### src/rtl/mem_port_arbiter.sv
// mem_port_arbiter
// ----------------
// Shares the data-side port of the CPU memory (combinational read path
// fetch_addr/fetched_data plus the write path write_addr/write_data/
// bytes_to_write) between NUM_REQ requesters. Requesters are granted
// round-robin, and only one transaction is in flight at a time. Each
// transaction takes three cycles: IDLE (accept), ACCESS (memory access) and
// RESP (response held until it is consumed).
//
// Ports:
//   clk, rst_n           clock, asynchronous active-low reset
//   req_valid/req_ready  per-requester request handshake (ready is one-hot or 0)
//   req_write            1 = write, 0 = read
//   req_size             3 bits per requester, byte count 1, 2 or 4
//   req_addr, req_wdata  packed per-requester byte address and write data
//   resp_valid/ready     per-requester response handshake
//   resp_rdata, resp_err shared response bus, qualified by resp_valid
//   mem_*                memory data port (bytes_to_write = 0 means no write)
//
// Optional build macro MEM_ARB_ALIGN_CHECK_EN: when defined, misaligned
// 2-byte and 4-byte requests are rejected like invalid sizes (no write,
// rdata = 0, resp_err = 1). When undefined, addresses pass through unaligned.

module mem_port_arbiter #(
    parameter int NUM_REQ = 2,
    parameter int ADDR_W  = 32,
    parameter int DATA_W  = 32
) (
    input  logic                      clk,
    input  logic                      rst_n,
    input  logic [NUM_REQ-1:0]        req_valid,
    output logic [NUM_REQ-1:0]        req_ready,
    input  logic [NUM_REQ-1:0]        req_write,
    input  logic [3*NUM_REQ-1:0]      req_size,
    input  logic [ADDR_W*NUM_REQ-1:0] req_addr,
    input  logic [DATA_W*NUM_REQ-1:0] req_wdata,
    output logic [NUM_REQ-1:0]        resp_valid,
    input  logic [NUM_REQ-1:0]        resp_ready,
    output logic [DATA_W-1:0]         resp_rdata,
    output logic                      resp_err,
    output logic [ADDR_W-1:0]         mem_fetch_addr,
    input  logic [DATA_W-1:0]         mem_fetched_data,
    output logic [ADDR_W-1:0]         mem_write_addr,
    output logic [DATA_W-1:0]         mem_write_data,
    output logic [2:0]                mem_bytes_to_write
);

    localparam int GW = (NUM_REQ > 1) ? $clog2(NUM_REQ) : 1;

    typedef enum logic [1:0] {
        IDLE   = 2'd0,
        ACCESS = 2'd1,
        RESP   = 2'd2
    } state_t;

    state_t              state_q, state_d;
    logic [GW-1:0]       rr_q, rr_d;
    logic [GW-1:0]       gnt_q, gnt_d;
    logic                write_q, write_d;
    logic [2:0]          size_q, size_d;
    logic [ADDR_W-1:0]   addr_q, addr_d;
    logic [DATA_W-1:0]   wdata_q, wdata_d;
    logic                err_q, err_d;
    logic [NUM_REQ-1:0]  resp_valid_q, resp_valid_d;
    logic [DATA_W-1:0]   rdata_q, rdata_d;
    logic                resp_err_q, resp_err_d;

    // Unpacked per-requester views of the packed request buses.
    logic [2:0]        size_arr  [NUM_REQ];
    logic [ADDR_W-1:0] addr_arr  [NUM_REQ];
    logic [DATA_W-1:0] wdata_arr [NUM_REQ];

    generate
        for (genvar gi = 0; gi < NUM_REQ; gi++) begin : g_unpack
            assign size_arr[gi]  = req_size[3*gi +: 3];
            assign addr_arr[gi]  = req_addr[ADDR_W*gi +: ADDR_W];
            assign wdata_arr[gi] = req_wdata[DATA_W*gi +: DATA_W];
        end
    endgenerate

    // (base + off) mod NUM_REQ, for off < NUM_REQ.
    function automatic logic [GW-1:0] rr_index(input logic [GW-1:0] base, input int off);
        int sum;
        sum = int'(base) + off;
        if (sum >= NUM_REQ) begin
            sum = sum - NUM_REQ;
        end
        return GW'(sum);
    endfunction

    // Round-robin search: first valid requester at or after the pointer.
    logic          gnt_found;
    logic [GW-1:0] gnt_idx;

    always_comb begin
        gnt_found = 1'b0;
        gnt_idx   = '0;
        for (int off = 0; off < NUM_REQ; off++) begin
            if (!gnt_found && req_valid[rr_index(rr_q, off)]) begin
                gnt_found = 1'b1;
                gnt_idx   = rr_index(rr_q, off);
            end
        end
    end

    // Classify the candidate request; a bad request still gets a response
    // but never touches memory.
    logic [2:0]        sel_size;
    logic [ADDR_W-1:0] sel_addr;
    logic              req_bad;

    always_comb begin
        sel_size = size_arr[gnt_idx];
        sel_addr = addr_arr[gnt_idx];
        req_bad  = !(sel_size == 3'd1 || sel_size == 3'd2 || sel_size == 3'd4);
`ifdef MEM_ARB_ALIGN_CHECK_EN
        if (sel_size == 3'd2 && sel_addr[0]) begin
            req_bad = 1'b1;
        end
        if (sel_size == 3'd4 && sel_addr[1:0] != 2'b00) begin
            req_bad = 1'b1;
        end
`endif
    end

    always_comb begin
        state_d      = state_q;
        rr_d         = rr_q;
        gnt_d        = gnt_q;
        write_d      = write_q;
        size_d       = size_q;
        addr_d       = addr_q;
        wdata_d      = wdata_q;
        err_d        = err_q;
        resp_valid_d = resp_valid_q;
        rdata_d      = rdata_q;
        resp_err_d   = resp_err_q;

        unique case (state_q)
            IDLE: begin
                if (gnt_found) begin
                    gnt_d   = gnt_idx;
                    write_d = req_write[gnt_idx];
                    size_d  = sel_size;
                    addr_d  = sel_addr;
                    wdata_d = wdata_arr[gnt_idx];
                    err_d   = req_bad;
                    state_d = ACCESS;
                end
            end
            ACCESS: begin
                // Writes and rejected requests answer with zero data.
                rdata_d      = (!write_q && !err_q) ? mem_fetched_data : '0;
                resp_err_d   = err_q;
                resp_valid_d = NUM_REQ'(1) << gnt_q;
                state_d      = RESP;
            end
            RESP: begin
                if (resp_ready[gnt_q]) begin
                    resp_valid_d = '0;
                    rr_d         = rr_index(gnt_q, 1);
                    state_d      = IDLE;
                end
            end
            default: begin
                state_d = IDLE;
            end
        endcase
    end

    always_ff @(posedge clk or negedge rst_n) begin
        if (!rst_n) begin
            state_q      <= IDLE;
            rr_q         <= '0;
            gnt_q        <= '0;
            write_q      <= 1'b0;
            size_q       <= 3'd0;
            addr_q       <= '0;
            wdata_q      <= '0;
            err_q        <= 1'b0;
            resp_valid_q <= '0;
            rdata_q      <= '0;
            resp_err_q   <= 1'b0;
        end else begin
            state_q      <= state_d;
            rr_q         <= rr_d;
            gnt_q        <= gnt_d;
            write_q      <= write_d;
            size_q       <= size_d;
            addr_q       <= addr_d;
            wdata_q      <= wdata_d;
            err_q        <= err_d;
            resp_valid_q <= resp_valid_d;
            rdata_q      <= rdata_d;
            resp_err_q   <= resp_err_d;
        end
    end

    // The accept strobe is combinational; gating with rst_n keeps it low
    // while reset is held even if requesters are already asserting valid.
    assign req_ready = (rst_n && state_q == IDLE && gnt_found)
                     ? (NUM_REQ'(1) << gnt_idx) : '0;

    // Decoded from state so an asynchronous reset removes it at once.
    assign mem_bytes_to_write = (state_q == ACCESS && write_q && !err_q) ? size_q : 3'd0;

    assign mem_fetch_addr = addr_q;
    assign mem_write_addr = addr_q;
    assign mem_write_data = wdata_q;

    assign resp_valid = resp_valid_q;
    assign resp_rdata = rdata_q;
    assign resp_err   = resp_err_q;

endmodule

### config.mk
export PLATFORM = sky130hd
export DESIGN_NAME = mem_port_arbiter
export DESIGN_NICKNAME = d
export VERILOG_FILES = /design/src/rtl/mem_port_arbiter.sv
export SDC_FILE = /design/constraint.sdc
export NUM_CORES = 1
export LEC_CHECK = 0
export ABC_AREA = 1
export ABC_CLOCK_PERIOD_IN_PS = 1600
export CORE_MARGIN = 3
export CORE_UTILIZATION = 37
export CTS_CLUSTER_DIAMETER = 80
export DETAILED_ROUTE_END_ITERATION = 12
export PLACE_DENSITY = 0.8
export SLEW_MARGIN = 10
export SYNTH_ARGS = -nofsm -noshare
export SYNTH_HDL_FRONTEND = slang
export SYNTH_SLANG_ARGS = --single-unit
### constraint.sdc
create_clock -name clk -period 1.6 [get_ports clk]
set_input_delay 0.32 -clock clk [delete_from_list [all_inputs] [get_ports clk]]
set_output_delay 0.32 -clock clk [all_outputs]
set_load 0.03 [all_outputs]
==> reports/summary.md <==
The run finished, with violations left. The final reports fail on negative setup slack. From synthesis to final layout, the design area changed by 67.97%. Async set-or-reset flop fraction in the synthesized netlist: 100.0%. dfrtp_1 takes more of the synthesized area than any other cell. Setup repair after global routing could not meet its margin everywhere. The tools report the type of element capturing the critical path as an output pin.

The via count of the first global-routing pass was 4906; the clock latency reported for the late side of the worst-skew pair was 0.35 ns. In the final layout, the share of cells above drive strength 1 is 8.241%. Headroom to the max-slew limit came out at 61.59%.

For the worst setup path, the data required time is 1.28 ns. The share of the yosys chip area belonging to registers was 53.80%. The detailed-route vias per instance was 4.713. The run gives 4 as the number of detailed-routing iterations run before antenna repair.

Among cell families on the critical path, the largest total delay comes from flip-flops. The final wirelength is 17330 um, and the endpoint arrival time on the critical path is 1.34 ns. The depth of the most critical reg-to-reg path was 7. The run gives 12900 um as the post-DP HPWL. After clock tree synthesis, the clock-pin slew on the worst setup and hold paths is 0.07 ns. The run gives 108 as the total clock sinks. The region available for standard cell placement spans 0.01293 mm2. The global-route wire length before repair came out at 26050 um. For the final routed database, the setup TNS stands at -0.2207 ns.

Synthesis produced a netlist with a net count of 781. After detailed routing, the number of remaining DRC violations is 0. The logic depth of the worst setup path including buffers was 5. Among all stages on the critical path, the largest delay is contributed by dfrtp_2.

The worst setup path is launched from a flip-flop. The Yosys step of the flow raised 0 warnings. The worst-case IR drop observed on VDD is 0.001036 V. The mapped netlist covers 0.005024 mm2. The fraction of the cycle the final worst path needs was 103.9%; the count of final max-slew check failures was 0. Endpoint of the worst register-to-register path: mem_fetch_addr[5]$_DFFE_PN0P_. The number of DRC violations after detailed-routing iteration 0 came out at 330. For this configuration, the core starts out at a cell density of 38.86%. TritonCTS built the clock tree. For this run, the top clock speed supported by timing is 601.5 MHz.

Row generation in the floorplan step produced 41 rows. In this design, the stage delay of the slowest critical-path cell is 0.44 ns. Entering global routing, the biggest net connects 109 pins. In this run, CTS created clock tree buffers numbering 9. In the post-synthesis netlist, the cell with the most instances is nand2_1. Clock tree synthesis selected as its root buffer the cell clkbuf_16. By area the synthesized netlist is led by dfrtp_1 54%, a21oi_1 13%, nand2_1 12%, buf_4 5.7%, nor2_1 5.6%. After clock tree synthesis, the flow added hold-fix buffers numbering 0. In this run the worst hold path is classified as primary input to asynchronous set/reset pin.

The H-tree was split into 3 levels. Counting instances in the post-synthesis netlist gives the leading cell types as 157 x nand2_1, 132 x a21oi_1, 108 x dfrtp_1. At the pin with the least slew margin, the transition time is 0.5762 ns. The number of buffers on the longest clock path is 2, and the register-to-register setup slack is 0.10 ns. The tools report the die area as 0.01501 mm2. By startpoint and endpoint, the worst setup path is classified as flip-flop to output pin. Setup violations remaining at the end of the flow were counted as 5. The final worst setup slack came out at -0.06243 ns. The worst register-to-register path begins at state_q[0]$_DFFE_PN0P_.

The die boundary width works out to 122.5 um. The cell count after synthesis came out at 607. 310 I/O pins were placed. Power comes to 16.63 mW. The total overflow left after global routing is 0. At the end of the flow, the number of nets in the layout was 1067. The logs give 2 for the number of antenna violations at the first check in global routing and 0 for the number of hold violations in the final report.

In this run the remaining antenna-violating nets after routing total 0. A synthesized cell averages 8.276 um2. The synthesized design contains 0 enable-type register cells. The critical path launch point was state_q[0]$_DFFE_PN0P_. The flop and latch count out of synthesis works out to 108. Dividing total power by cell area gives a power density of 1971 mW/mm2. Max-cap violations in this run came to 0. In this run the worst path has a maximum fanout of 3. In the global route stage, overall resource usage came out at 22.40%.

The die is 122.5 um tall. The total via count in the routed design is 5052, and the largest clock skew in the final design is 0.006254 ns. In this run the static leakage power is 3.829 nW. Counting both buffers and inverters, the worst setup path holds a total of 2. The final weighted congestion in routability-driven placement was 0.8439; the area share of the largest cell type after synthesis was 53.80%. Traced cell by cell, the critical path runs through nor2_4 -> buf_6 -> nand2_4 -> nor2_4 -> buf_6. In this run the tool buffered the top-level ports with 309 buffer cells.

Distinct cell type count of the synthesized netlist: 19. For this run, the leading register cell type out of synthesis is dfrtp_1. The detail-routed net length per standard cell came out at 16.17 um. Subtracting the final worst setup slack from the clock period gives 1.662 ns.
-- state kept, by name (all words and copies together) (netlist names) --
register / flops
resp_valid: 2
rr_q: 1
resp_rdata: 32
gnt_q: 1
mem_fetch_addr: 32
state_q: 2
resp_err: 1
err_q: 1
size_q: 3
write_q: 1
mem_write_data: 32
-- placed cells by master, fill, tap and decap left out, types with 3 or more instances in the layout --
cell,synthesis,layout
buf_4,38,32
nor2_4,0,3
inv_2,2,3
dlygate4sd2_1,0,133
nand3_1,6,6
clkdlybuf4s50_1,0,170
nand2_4,1,4
dfrtp_1,108,107
o21ai_0,37,37
clkbuf_16,0,9
nor2_1,75,71
inv_1,12,10
a21oi_1,132,131
nand2_1,157,154
buf_12,0,9
clkinv_2,0,3
-- worst register-to-register path, stage by stage, from the launching register on --
cell	delay, ns
dfrtp_2	0.44
nor2_4	0.16
o21ai_4	0.08
buf_4	0.15
buf_4	0.17
buf_12	0.15
a21oi_1	0.16
a21oi_1	0.09
-- layout make-up --
class,instances,area [um2]
sequential,108,2704
inverter,14,57.56
antenna,2,5.005
timing repair buffer,346,3309
clock inverter,5,52.55
multi-input combinational,414,1862
tap,172,215.2
fill,1139,4489
clock buffer,11,232.7
-- timing repair --
action,in CTS,in global routing
gates cloned,0,0
setup buffers,8,1
pin swaps,4,1
gates resized for setup,145,6
endpoints found under the setup margin,136,8
-- power breakdown --
| part | switching [mW] | internal (mW) | total (mW) | leakage [nW] |
|---|---|---|---|---|
| logic | 6.26 | 3.36 | 9.62 | 2.40 |
| clock network | 0.990 | 1.21 | 2.20 | 0.139 |
| registers | 0.824 | 3.99 | 4.81 | 1.29 |
-- stage by stage --
stage | instances | util, % | hold WS, ns | instance area, um2 | setup WS [ns]
after global placement | 1045 | 63.35 | 0.4672 | 8189 | -0.1799
after global routing | 1072 | 65.27 | 0.09905 | 8438 | -0.1271
after CTS | 1069 | 65.00 | 0.1002 | 8403 | -0.09890
after floorplan | 607 | - | 0.02441 | 5031 | -0.01255
final | 1072 | 65.27 | 0.07615 | 8438 | -0.06243
after detailed placement | 1045 | 63.35 | 0.4719 | 8189 | -0.1881
-- cell families (layout without fill, tap and decap cells) --
group                  Yosys count  after routing  synth area share [%]
AO/OA/AOI/OAI                  172            172                 17.41
buffers and inverters           85            376                 10.26
flip-flops                     108            108                 53.80
other                            0              2                     0
AND/OR/NAND/NOR                242            242                 18.53
-- metal layers --
layer	vias up	wire [um]	part of all wire [%]	GRT usage, %
met3	28	1401	8.1	6.221
li1	2519	-	-	-
met5	-	0	0	0
met4	0	486	2.8	9.727
met1	2309	6737	39	27.35
met2	196	8706	50	37.14
-- how the worst max path moves through the flow --
stage,to,slack (ns)
after global routing,mem_bytes_to_write[2],-0.13
after detailed placement,req_ready[1],-0.19
final,req_ready[1],-0.06
after global placement,req_ready[1],-0.18
after CTS,mem_bytes_to_write[2],-0.1
after floorplan,req_ready[0],-0.01
No activity file was read; power rests on OpenSTA's default activity.
